<file path="src/rtl/pong_ball_engine.sv">
// Ball physics and serve/score sequencing for the pong display path.
// Drives the packed ball word {x, y, dx, dy, left score, right score}.
module pong_ball_engine #(
    parameter int SCREEN_W   = 640,
    parameter int SCREEN_H   = 480,
    parameter int BALL_SIZE  = 20,
    parameter int PADDLE_W   = 20,
    parameter int PADDLE_H   = 100,
    parameter int PL_X       = 100,
    parameter int PR_X       = 500,
    parameter int BALL_VEL   = 3,
    parameter int TICK_DIV   = 420000,
    parameter int HOLD_TICKS = 30,
    parameter int WIN_SCORE  = 7
) (
    input  logic        iVGA_CLK,
    input  logic        iRST_n,
    input  logic [11:0] pL_ypos,
    input  logic [11:0] pR_ypos,
    input  logic        serve,
    output logic [31:0] ball,
    output logic [1:0]  score_evt,
    output logic        game_tick,
    output logic        game_over
);

    localparam int CNT_W  = (TICK_DIV > 1) ? $clog2(TICK_DIV) : 1;
    localparam int HOLD_W = $clog2(HOLD_TICKS + 1);

    localparam logic [11:0] W12     = 12'(SCREEN_W);
    localparam logic [11:0] H12     = 12'(SCREEN_H);
    localparam logic [11:0] SIZE12  = 12'(BALL_SIZE);
    localparam logic [11:0] PH12    = 12'(PADDLE_H);
    localparam logic [11:0] PL_EDGE = 12'(PL_X + PADDLE_W);
    localparam logic [11:0] PR12    = 12'(PR_X);
    localparam logic [11:0] VEL12   = 12'(BALL_VEL);
    localparam logic [10:0] X_CTR   = 11'((SCREEN_W - BALL_SIZE) / 2);
    localparam logic [10:0] Y_CTR   = 11'((SCREEN_H - BALL_SIZE) / 2);

    typedef enum logic [1:0] {IDLE, MOVE, SCORED, GAME_OVER} state_t;

    state_t             state_reg, state_next;
    logic [1:0]         rst_sync_reg;
    logic               rst_n;
    logic [CNT_W-1:0]   tick_cnt_reg;
    logic [HOLD_W-1:0]  hold_cnt_reg;
    logic [10:0]        x_reg, y_reg;
    logic               dx_reg, dy_reg;
    logic [3:0]         score_l_reg, score_r_reg;
    logic               serve_dx_reg, serve_dy_reg;
    logic [1:0]         score_evt_reg;

    logic               tick;
    logic               hold_done;
    logic               win;
    logic [11:0]        x12, y12;
    logic [10:0]        x_next, y_next;
    logic               dx_next, dy_next;
    logic               l_hit, r_hit, l_miss, r_miss;

    // Deassertion is retimed to the clock; assertion stays asynchronous.
    always_ff @(posedge iVGA_CLK or negedge iRST_n) begin
        if (!iRST_n) rst_sync_reg <= 2'b00;
        else         rst_sync_reg <= {rst_sync_reg[0], 1'b1};
    end
    assign rst_n = rst_sync_reg[1];

    assign tick      = (tick_cnt_reg == CNT_W'(TICK_DIV - 1));
    assign hold_done = (hold_cnt_reg == HOLD_W'(HOLD_TICKS - 1));
    assign win       = (score_l_reg >= 4'(WIN_SCORE)) || (score_r_reg >= 4'(WIN_SCORE));
    assign x12       = {1'b0, x_reg};
    assign y12       = {1'b0, y_reg};

    always_comb begin
        y_next  = y_reg;
        dy_next = dy_reg;
        if (!dy_reg && (y12 <= VEL12)) begin
            y_next  = 11'd0;
            dy_next = 1'b1;
        end else if (dy_reg && (y12 + SIZE12 + VEL12 >= H12)) begin
            y_next  = 11'(H12 - SIZE12);
            dy_next = 1'b0;
        end else if (dy_reg) begin
            y_next = 11'(y12 + VEL12);
        end else begin
            y_next = 11'(y12 - VEL12);
        end
    end

    // A paddle hit masks the miss test, so a hit wins over a miss in one tick.
    always_comb begin
        l_hit = !dx_reg && (x12 >= PL_EDGE) && (x12 - VEL12 <= PL_EDGE)
                && (y12 + SIZE12 > pL_ypos) && (y12 < pL_ypos + PH12);
        r_hit = dx_reg && (x12 + SIZE12 <= PR12) && (x12 + SIZE12 + VEL12 >= PR12)
                && (y12 + SIZE12 > pR_ypos) && (y12 < pR_ypos + PH12);
        l_miss  = !dx_reg && !l_hit && (x12 <= VEL12);
        r_miss  = dx_reg && !r_hit && (x12 + SIZE12 + VEL12 >= W12);
        x_next  = x_reg;
        dx_next = dx_reg;
        if (l_hit) begin
            x_next  = 11'(PL_EDGE);
            dx_next = 1'b1;
        end else if (r_hit) begin
            x_next  = 11'(PR12 - SIZE12);
            dx_next = 1'b0;
        end else if (dx_reg) begin
            x_next = 11'(x12 + VEL12);
        end else begin
            x_next = 11'(x12 - VEL12);
        end
    end

    always_ff @(posedge iVGA_CLK or negedge rst_n) begin
        if (!rst_n) state_reg <= IDLE;
        else        state_reg <= state_next;
    end

    always_comb begin
        state_next = state_reg;
        case (state_reg)
            IDLE:      if (serve) state_next = MOVE;
            MOVE:      if (tick && (l_miss || r_miss)) state_next = SCORED;
            SCORED:    if (tick && hold_done) state_next = win ? GAME_OVER : IDLE;
            GAME_OVER: if (serve) state_next = IDLE;
            default:   state_next = IDLE;
        endcase
    end

    always_comb begin
        game_tick = tick;
        game_over = (state_reg == GAME_OVER);
    end

    always_ff @(posedge iVGA_CLK or negedge rst_n) begin
        if (!rst_n) begin
            tick_cnt_reg  <= '0;
            hold_cnt_reg  <= '0;
            x_reg         <= X_CTR;
            y_reg         <= Y_CTR;
            dx_reg        <= 1'b1;
            dy_reg        <= 1'b1;
            score_l_reg   <= 4'd0;
            score_r_reg   <= 4'd0;
            serve_dx_reg  <= 1'b1;
            serve_dy_reg  <= 1'b1;
            score_evt_reg <= 2'b00;
        end else begin
            tick_cnt_reg  <= tick ? '0 : tick_cnt_reg + 1'b1;
            score_evt_reg <= 2'b00;
            case (state_reg)
                IDLE: begin
                    x_reg <= X_CTR;
                    y_reg <= Y_CTR;
                    if (serve) begin
                        dx_reg <= serve_dx_reg;
                        dy_reg <= serve_dy_reg;
                    end
                end
                MOVE: if (tick) begin
                    if (r_miss) begin
                        score_l_reg   <= (score_l_reg == 4'hF) ? 4'hF : score_l_reg + 4'd1;
                        score_evt_reg <= 2'b10;
                        serve_dx_reg  <= 1'b1;
                        serve_dy_reg  <= ~serve_dy_reg;
                        hold_cnt_reg  <= '0;
                    end else if (l_miss) begin
                        score_r_reg   <= (score_r_reg == 4'hF) ? 4'hF : score_r_reg + 4'd1;
                        score_evt_reg <= 2'b01;
                        serve_dx_reg  <= 1'b0;
                        serve_dy_reg  <= ~serve_dy_reg;
                        hold_cnt_reg  <= '0;
                    end else begin
                        x_reg  <= x_next;
                        y_reg  <= y_next;
                        dx_reg <= dx_next;
                        dy_reg <= dy_next;
                    end
                end
                SCORED: if (tick) begin
                    if (hold_done) begin
                        hold_cnt_reg <= '0;
                        if (!win) begin
                            x_reg <= X_CTR;
                            y_reg <= Y_CTR;
                        end
                    end else begin
                        hold_cnt_reg <= hold_cnt_reg + 1'b1;
                    end
                end
                GAME_OVER: if (serve) begin
                    score_l_reg <= 4'd0;
                    score_r_reg <= 4'd0;
                    x_reg       <= X_CTR;
                    y_reg       <= Y_CTR;
                end
                default: ;
            endcase
        end
    end

    assign ball      = {x_reg, y_reg, dx_reg, dy_reg, score_l_reg, score_r_reg};
    assign score_evt = score_evt_reg;

endmodule
</file>
<file path="config.mk">
export PLATFORM = sky130hd
export DESIGN_NAME = pong_ball_engine
export DESIGN_NICKNAME = d
export VERILOG_FILES = /design/src/rtl/pong_ball_engine.sv
export SDC_FILE = /design/constraint.sdc
export NUM_CORES = 1
export LEC_CHECK = 0
export CORE_ASPECT_RATIO = 0.9
export CORE_MARGIN = 5
export CORE_UTILIZATION = 55
export DETAILED_ROUTE_END_ITERATION = 6
export PLACE_DENSITY = 0.78
export SLEW_MARGIN = 40
export SYNTH_ARGS = -nofsm -noshare
export SYNTH_HDL_FRONTEND = slang
export SYNTH_SLANG_ARGS = --single-unit
</file>
<file path="constraint.sdc">
create_clock -name iVGA_CLK -period 2.86 [get_ports iVGA_CLK]
set_clock_uncertainty 0.15 [all_clocks]
set_input_delay 0.572 -clock iVGA_CLK [delete_from_list [all_inputs] [get_ports iVGA_CLK]]
set_output_delay 0.572 -clock iVGA_CLK [all_outputs]
set_load 0.02 [all_outputs]
</file>
==> reports/results.ini, run 1 <==
[outcome]
run_status = finished with violations
violations = setup timing

[detailed_routing]
vias_per_cell = 6.18
ant_nets = 0
detailed_routing_iteration_count_for_the_pre_antenna_repair_pass = 6
routed-via-count = 6988
detail_route.wl_per_cell_um = 18.6
post-route-drc-count = 0
routed_wirelength_mm = 21.1
dr.first_iter.drc_count = 634

[layout]
ff_latch_area_um2 = 1620
num-fill-cells = 691
antenna-diode-count = 0
drive_above_1_share_pct = 29.4
stdcell_area_um2 = 8850
largest_register_ffs = 19
syn_to_final_growth_pct = 42.8
multi_input_area_um2 = 4560
nets = 1064

[clock_network]
insertion_delay_ns = 0.33
clockRootBuffer = sky130_fd_sc_hd__clkbuf_16
clock_path_buffers = 2
cts_buffers = 9
clk_pin_slew_worst_paths_ns = 0.06
cts-htree-levels = 3
cts_num_sinks = 64
tritoncts = yes

[placement]
place_area_um2 = 8140
port_buffers = 62
gp_congestion = 0.953
hpwl_mm = 15.5

[sta]
layout_setup_ws_ns = -0.833
min_period_over_period_pct = 129
report.final.setup_viol = 38
grt_setup_unrepaired = true
maxSlewViolCount = 0
slew-limit-headroom_pct = 61.7
hold_violation_count_in_the_final_report = 0
finalWorstPathRequiredPeriod_ns = 3.69
fmax_ghz = 0.271
tightestPinTransition_ns = 0.569

[global_route]
grt_start_max_net_pins = 25
grt_pass1_wl_mm = 33.7
globalRouteMet3Util_pct = 5.41
grt_overflow = 0
grt.busiest_layer = met2
grtUsageMet2_pct = 49.6
grt_pass1_vias = 6987
met1_track_demand_over_resource_in_global_routing_pct = 40.3
grt.total_usage_pct = 30.2
grt_antenna_before_repair = 0

[floorplanning]
floorplan.die.height_um = 111
die_area_um2 = 13500
area_inside_the_core_boundary_um2 = 10900
start_util_pct = 56.7
pin_count = 63
std_cell_rows = 36
die_width_um = 122

[synth]
netlist.area_leader.share_pct = 20.2
netlist-cell-type-count = 82
post_synth_instance_area_um2 = 6200
leading_cell_types_by_total_area_after_synthesis = sky130_fd_sc_hd__dfrtp_1 (20%), sky130_fd_sc_hd__ha_1 (13%), sky130_fd_sc_hd__dfstp_2 (5.9%), sky130_fd_sc_hd__xnor2_1 (4.5%), sky130_fd_sc_hd__nand2_1 (4.0%)
synth-edff-count = 0
ys_seq_elements = 64
synth.yosys.seq_area_share_pct = 26.1
post_synthesis_area_per_instance_um2 = 8.13
synth_cells = 763
ys_top_cells_by_count = sky130_fd_sc_hd__nand2_1 (66), sky130_fd_sc_hd__ha_1 (63), sky130_fd_sc_hd__nor2_1 (63)
share_of_flip_flops_with_an_asynchronous_set_or_reset_after_synthesis_pct = 100
synth_fp_nets = 853
synth-main-ff-cell = sky130_fd_sc_hd__dfrtp_1
synthDominantAreaCellType = sky130_fd_sc_hd__dfrtp_1
synth.yosys.warnings = 0
post-synth-top-count-cell = sky130_fd_sc_hd__nand2_1

[power_and_ir_drop]
total_power_uw = 3170
vdd_drop_max_mv = 0.414
power_per_cell_area_nw_per_um2 = 358
leakagePower_uw = 0.00404

[critical_path]
slowest_cell_delay_on_critical_path_ns = 0.60
critical_path.slowest_cell = sky130_fd_sc_hd__dfstp_2
timing.critical_path.cells = nand4_1 > nor3b_2 > xor2_1 > ha_1 > nand4_1 > or2_4 > a211o_1 > o211ai_1 > o211ai_1 > o2111a_1 > or3_4 > or2_4 > o31ai_2
worstPathRequired_ns = 2.94
crit_type = reg -> reg
critPathBufInv = 0
cp_data_arrival_time_ns = 3.77
cp_top_family = simple AND/OR/NAND/NOR gates
timing.critical_path.to_type = flop
crit_path_start_kind = flop
critPathMaxFanout = 4

[run]
timing.max_cap.violations = 0

[hold_path]
hold_class = reg -> async

==> metrics by stage <==
stage	hold WS, ns	setup TNS [ns]	worst slack, ns	cells	util, %
6_report	0.0893	-28.29	-0.833	1131	80.9
4_1_cts	0.103	-25.27	-0.762	1127	79.4
2_1_floorplan	0.126	-21.78	-0.799	763	-
5_1_grt	0.138	-34.70	-0.996	1131	80.9
3_5_place_dp	0.0959	-45.76	-1.34	1100	74.3
3_3_place_gp	0.0860	-40.69	-1.18	1100	74.3
==> cell families after synthesis <==
| logic type | after synthesis | share of synthesized area (%) |
|---|---|---|
| AOI/OAI and AO/OA | 201 | 22.8 |
| xor gates and xnor gates | 49 | 6.92 |
| adders and majority gates | 63 | 12.7 |
| buffers and inverters | 92 | 6.09 |
| DFF | 64 | 26.1 |
| muxes | 9 | 1.55 |
| other | 1 | 0.0605 |
| and+or+nand+nor | 284 | 23.8 |
==> worst paths after layout <==
check                                  endpoint  slack (ns)  cells after the start       startpoint
worst min-delay path             score_l_reg[0]        0.09                      0  rst_sync_reg[1]
min in group iVGA_CLK           rst_sync_reg[1]        0.21                      0  rst_sync_reg[0]
max in group asynchronous                dx_reg        1.71                      1  rst_sync_reg[1]
worst max-delay path                   y_reg[9]       -0.83                     13         y_reg[5]
worst min register to register   score_l_reg[0]        0.09                      0  rst_sync_reg[1]
worst max register to register         y_reg[9]       -0.83                     13         y_reg[5]
==> layer usage <==
metal / wire length (um) / vias up
li1: - / 3220
met1: 8780 / 3333
met2: 9880 / 370
met3: 1750 / 65
met4: 663 / 0
met5: 0 / -
==> layout make-up <==
| type | instances | share of cell area, % |
|---|---|---|
| multi-input combinational | 607 | 51.5 |
| sequential | 64 | 18.3 |
| timing repair buffer | 239 | 22.5 |
| tap | 152 | 2.15 |
| clock buffer | 11 | 2.85 |
| clock inverter | 5 | 0.438 |
| inverter | 53 | 2.25 |
==> placed cells by master, fill, tap and decap left out, types with 6 or more instances in the layout <==
master,count
sky130_fd_sc_hd__nand3_1,19
sky130_fd_sc_hd__and3_1,9
sky130_fd_sc_hd__nor4_1,8
sky130_fd_sc_hd__clkdlybuf4s50_1,53
sky130_fd_sc_hd__nand4_1,17
sky130_fd_sc_hd__nor2_1,60
sky130_fd_sc_hd__nor3_1,25
sky130_fd_sc_hd__a2bb2oi_1,8
sky130_fd_sc_hd__o21ai_1,7
sky130_fd_sc_hd__and2_1,6
sky130_fd_sc_hd__buf_4,168
sky130_fd_sc_hd__nor2b_1,8
sky130_fd_sc_hd__xnor2_1,30
sky130_fd_sc_hd__buf_6,6
sky130_fd_sc_hd__a21o_1,8
sky130_fd_sc_hd__ha_1,59
sky130_fd_sc_hd__xor2_1,17
sky130_fd_sc_hd__nand2b_1,9
sky130_fd_sc_hd__inv_1,53
sky130_fd_sc_hd__clkbuf_16,9
sky130_fd_sc_hd__o21ai_0,24
sky130_fd_sc_hd__a31oi_1,16
sky130_fd_sc_hd__a21oi_2,6
sky130_fd_sc_hd__nand2_1,64
sky130_fd_sc_hd__o211ai_1,7
sky130_fd_sc_hd__dlygate4sd2_1,7
sky130_fd_sc_hd__or3_1,8
sky130_fd_sc_hd__dfstp_2,14
sky130_fd_sc_hd__o21a_1,6
sky130_fd_sc_hd__o21ai_2,7
sky130_fd_sc_hd__a21oi_1,38
sky130_fd_sc_hd__dfrtp_1,48
==> power by group <==
part	switching (uW)	internal (uW)	total [uW]	leakage (uW)
Clock	427	640	1070	0.000143
Sequential	38.5	941	980	0.000756
Combinational	569	551	1120	0.00314
Total	1040	2130	3170	0.00404
==> worst reg2reg max path: cells and delay by family (launching register included) <==
family | cells | cell delay [ns]
DFF | 1 | 0.60
and+or+nand+nor | 6 | 1.51
AOI/OAI and AO/OA | 5 | 0.90
xor gates and xnor gates | 1 | 0.13
adders and majority gates | 1 | 0.32
==> timing repair <==
action	CTS	global route
resized for setup	53	33
pin swaps	18	14
setup buffers	11	5
endpoints found under the setup margin	39	38
hold buffers	0	0
Note: power is estimated with default switching activity, not from simulation.
==> run 2: changes to the inputs <==
--- a/config.mk
+++ b/config.mk
@@ -7,10 +7,9 @@
 export LEC_CHECK = 0
 export CORE_ASPECT_RATIO = 0.9
 export CORE_MARGIN = 5
-export CORE_UTILIZATION = 55
+export CORE_UTILIZATION = 40
 export DETAILED_ROUTE_END_ITERATION = 6
-export PLACE_DENSITY = 0.78
-export SLEW_MARGIN = 40
+export SLEW_MARGIN = 0
 export SYNTH_ARGS = -nofsm -noshare
 export SYNTH_HDL_FRONTEND = slang
 export SYNTH_SLANG_ARGS = --single-unit
==> run 2 against run 1 <==
The run still ends with setup timing left. Sequential cell count did not move. Register-to-register slack improved by 0.05 ns. First-iteration DRC count down 23%. Critical path type unchanged. Core utilization is 22 points lower. Fmax rose by 1.3%. Combinational power hardly changed. Global-route usage shrank 8.0 points. Critical path depth unchanged. Highest routed layer unchanged. Die area is 34% higher. Setup slack improved by 0.047 ns. Via count shrank 5.0%.
==> reports/results.ini, run 2 (synthesized netlist as in run 1, its figures left out) <==
[clock_network]
cts-htree-levels = 3
cts_buffers = 9
clk_pin_slew_worst_paths_ns = 0.05
clockRootBuffer = sky130_fd_sc_hd__clkbuf_16
tritoncts = yes
clock_path_buffers = 2
cts_num_sinks = 64
insertion_delay_ns = 0.33

[floorplanning]
die_area_um2 = 18100
die_width_um = 141
std_cell_rows = 43
pin_count = 63
area_inside_the_core_boundary_um2 = 15300
floorplan.die.height_um = 128
start_util_pct = 40.4

[layout]
largest_register_ffs = 19
antenna-diode-count = 0
nets = 1070
stdcell_area_um2 = 9080
layout.cells.most_common = sky130_fd_sc_hd__buf_4
layout.cells.most_common_list = sky130_fd_sc_hd__buf_4 (166), sky130_fd_sc_hd__nand2_1 (63), sky130_fd_sc_hd__ha_1 (58), sky130_fd_sc_hd__nor2_1 (56), sky130_fd_sc_hd__inv_1 (52)
syn_to_final_growth_pct = 46.4
layout.core_utilization_pct = 59.2
drive_above_1_share_pct = 30.9
layout.cells.non_filler = 1187
num-fill-cells = 1387

[global_route]
grt_pass1_vias = 6690
grt_antenna_before_repair = 0
grt_pass1_wl_mm = 32.9
grt.total_usage_pct = 22.2
grt_start_max_net_pins = 43
grt_overflow = 0

[power_and_ir_drop]
power_per_cell_area_nw_per_um2 = 350
seq_power_share_pct = 30.9
leakagePower_uw = 0.00406
clock_share_of_power_pct = 34.6
power_frac_comb_pct = 34.5
swShare_pct = 31.3
p_sw_uw = 995
vdd_drop_max_mv = 0.346
power_report.internal_total_uw = 2180

[sta]
slew-limit-headroom_pct = 61.1
maxSlewViolCount = 0
layout_setup_ws_ns = -0.786
hold_violation_count_in_the_final_report = 0
fmax_ghz = 0.274
min_period_over_period_pct = 127
grt_setup_unrepaired = true
report.final.setup_viol = 38
tightestPinTransition_ns = 0.579
finalWorstPathRequiredPeriod_ns = 3.65

[detailed_routing]
routed_wirelength_mm = 20.0
post-route-drc-count = 0
vias_per_cell = 5.59
dr.first_iter.drc_count = 487
routed-via-count = 6639
detail_route.wl_per_cell_um = 16.9
ant_nets = 0
detailed_routing_iteration_count_for_the_pre_antenna_repair_pass = 5

[placement]
place_area_um2 = 8270
port_buffers = 62
gp_congestion = 0.932
placed_cells = 1159
hpwl_mm = 15.6

[run]
timing.max_cap.violations = 0

[critical_path]
worstPathRequired_ns = 2.94
crit_type = reg -> reg
crit_path_start_kind = flop
cp_data_arrival_time_ns = 3.73
timing.critical_path.to_type = flop
critPathMaxFanout = 4

[outcome]
run_status = finished with violations
violations = setup timing

[hold_path]
hold_class = reg -> async

run 2: cell types whose count changed in the layout (fill, tap and decap cells not counted), moves of 3 or more:
cell,previous run,this run
sky130_fd_sc_hd__buf_6,6,14
sky130_fd_sc_hd__nor2_1,60,56
sky130_fd_sc_hd__a2bb2oi_1,8,4
sky130_fd_sc_hd__a2bb2oi_2,3,7
sky130_fd_sc_hd__o21ai_1,7,10
sky130_fd_sc_hd__o21ai_2,7,4
sky130_fd_sc_hd__dlygate4sd2_1,7,10
sky130_fd_sc_hd__a21oi_4,0,3
sky130_fd_sc_hd__a21oi_1,38,33
run 2: metal layers:
layer / vias up / part of all wire (%) / GRT usage [%]
met2: 177 / 45 / 35.3
met4: 0 / 2.6 / 7.52
li1: 3231 / - / -
met1: 3192 / 47 / 30.7
met5: - / 0 / 0
met3: 39 / 4.8 / 3.84
run 2: final timing paths:
kind,startpoint,to,slack [ns],depth (start not counted)
worst max-delay path,y_reg[5],y_reg[9],-0.79,13
worst min-delay path,rst_sync_reg[1],y_reg[3],0.1,0
worst max register to register,y_reg[5],y_reg[9],-0.79,13
worst min register to register,rst_sync_reg[1],y_reg[3],0.1,0
max in group asynchronous,rst_sync_reg[1],x_reg[1],1.79,1
min in group iVGA_CLK,rst_sync_reg[0],rst_sync_reg[1],0.20,0
run 2: timing repair:
| item | CTS | global route |
|---|---|---|
| endpoints found under the setup margin | 39 | 38 |
| hold buffers | 0 | 0 |
| endpoints found under the hold margin | 0 | 0 |
| pin swaps | 31 | 21 |
| setup buffers | 12 | 2 |
| resized for setup | 81 | 31 |
run 2: worst max-delay path, stage by stage, from the launching register on:
cell,delay (ns)
sky130_fd_sc_hd__dfstp_2,0.57
sky130_fd_sc_hd__nand4_1,0.20
sky130_fd_sc_hd__nor3b_2,0.28
sky130_fd_sc_hd__xor2_1,0.13
sky130_fd_sc_hd__ha_1,0.32
sky130_fd_sc_hd__nand4_1,0.09
sky130_fd_sc_hd__or2_4,0.25
sky130_fd_sc_hd__a211o_1,0.23
sky130_fd_sc_hd__o211ai_1,0.12
sky130_fd_sc_hd__o211ai_1,0.18
sky130_fd_sc_hd__o2111a_1,0.17
sky130_fd_sc_hd__or3_4,0.37
sky130_fd_sc_hd__or2_4,0.30
sky130_fd_sc_hd__o31ai_2,0.19
run 2: area by class of cell:
cell class              count  area (um2)  share of cell area (%)
flip-flops and latches     64        1620                    17.9
inverters                  53         199                    2.19
clock inverters             4        53.8                   0.593
well taps                 202         253                    2.78
multi-input cells         607        4640                    51.1
clock buffers              12         246                    2.72
repair buffers            245        2070                    22.8
run 2: power groups by stage:
stage	Clock [uW]	Sequential (uW)	Combinational (uW)
2_1_floorplan	0	1030	514
3_3_place_gp	0	994	995
3_5_place_dp	0	996	1020
4_1_cts	1120	982	1070
5_1_grt	1170	986	1200
6_report	1100	982	1100
run 2: stage by stage:
| stage | TNS (ns) | hold WS [ns] | power [uW] | worst slack [ns] |
|---|---|---|---|---|
| 6_report | -26.20 | 0.0995 | 3180 | -0.786 |
| 5_1_grt | -32.73 | 0.142 | 3350 | -0.966 |
| 4_1_cts | -24.92 | 0.114 | 3170 | -0.748 |
| 3_5_place_dp | -43.63 | 0.111 | 2020 | -1.27 |
| 3_3_place_gp | -41.15 | 0.102 | 1990 | -1.19 |
| 2_1_floorplan | -21.78 | 0.126 | 1540 | -0.799 |
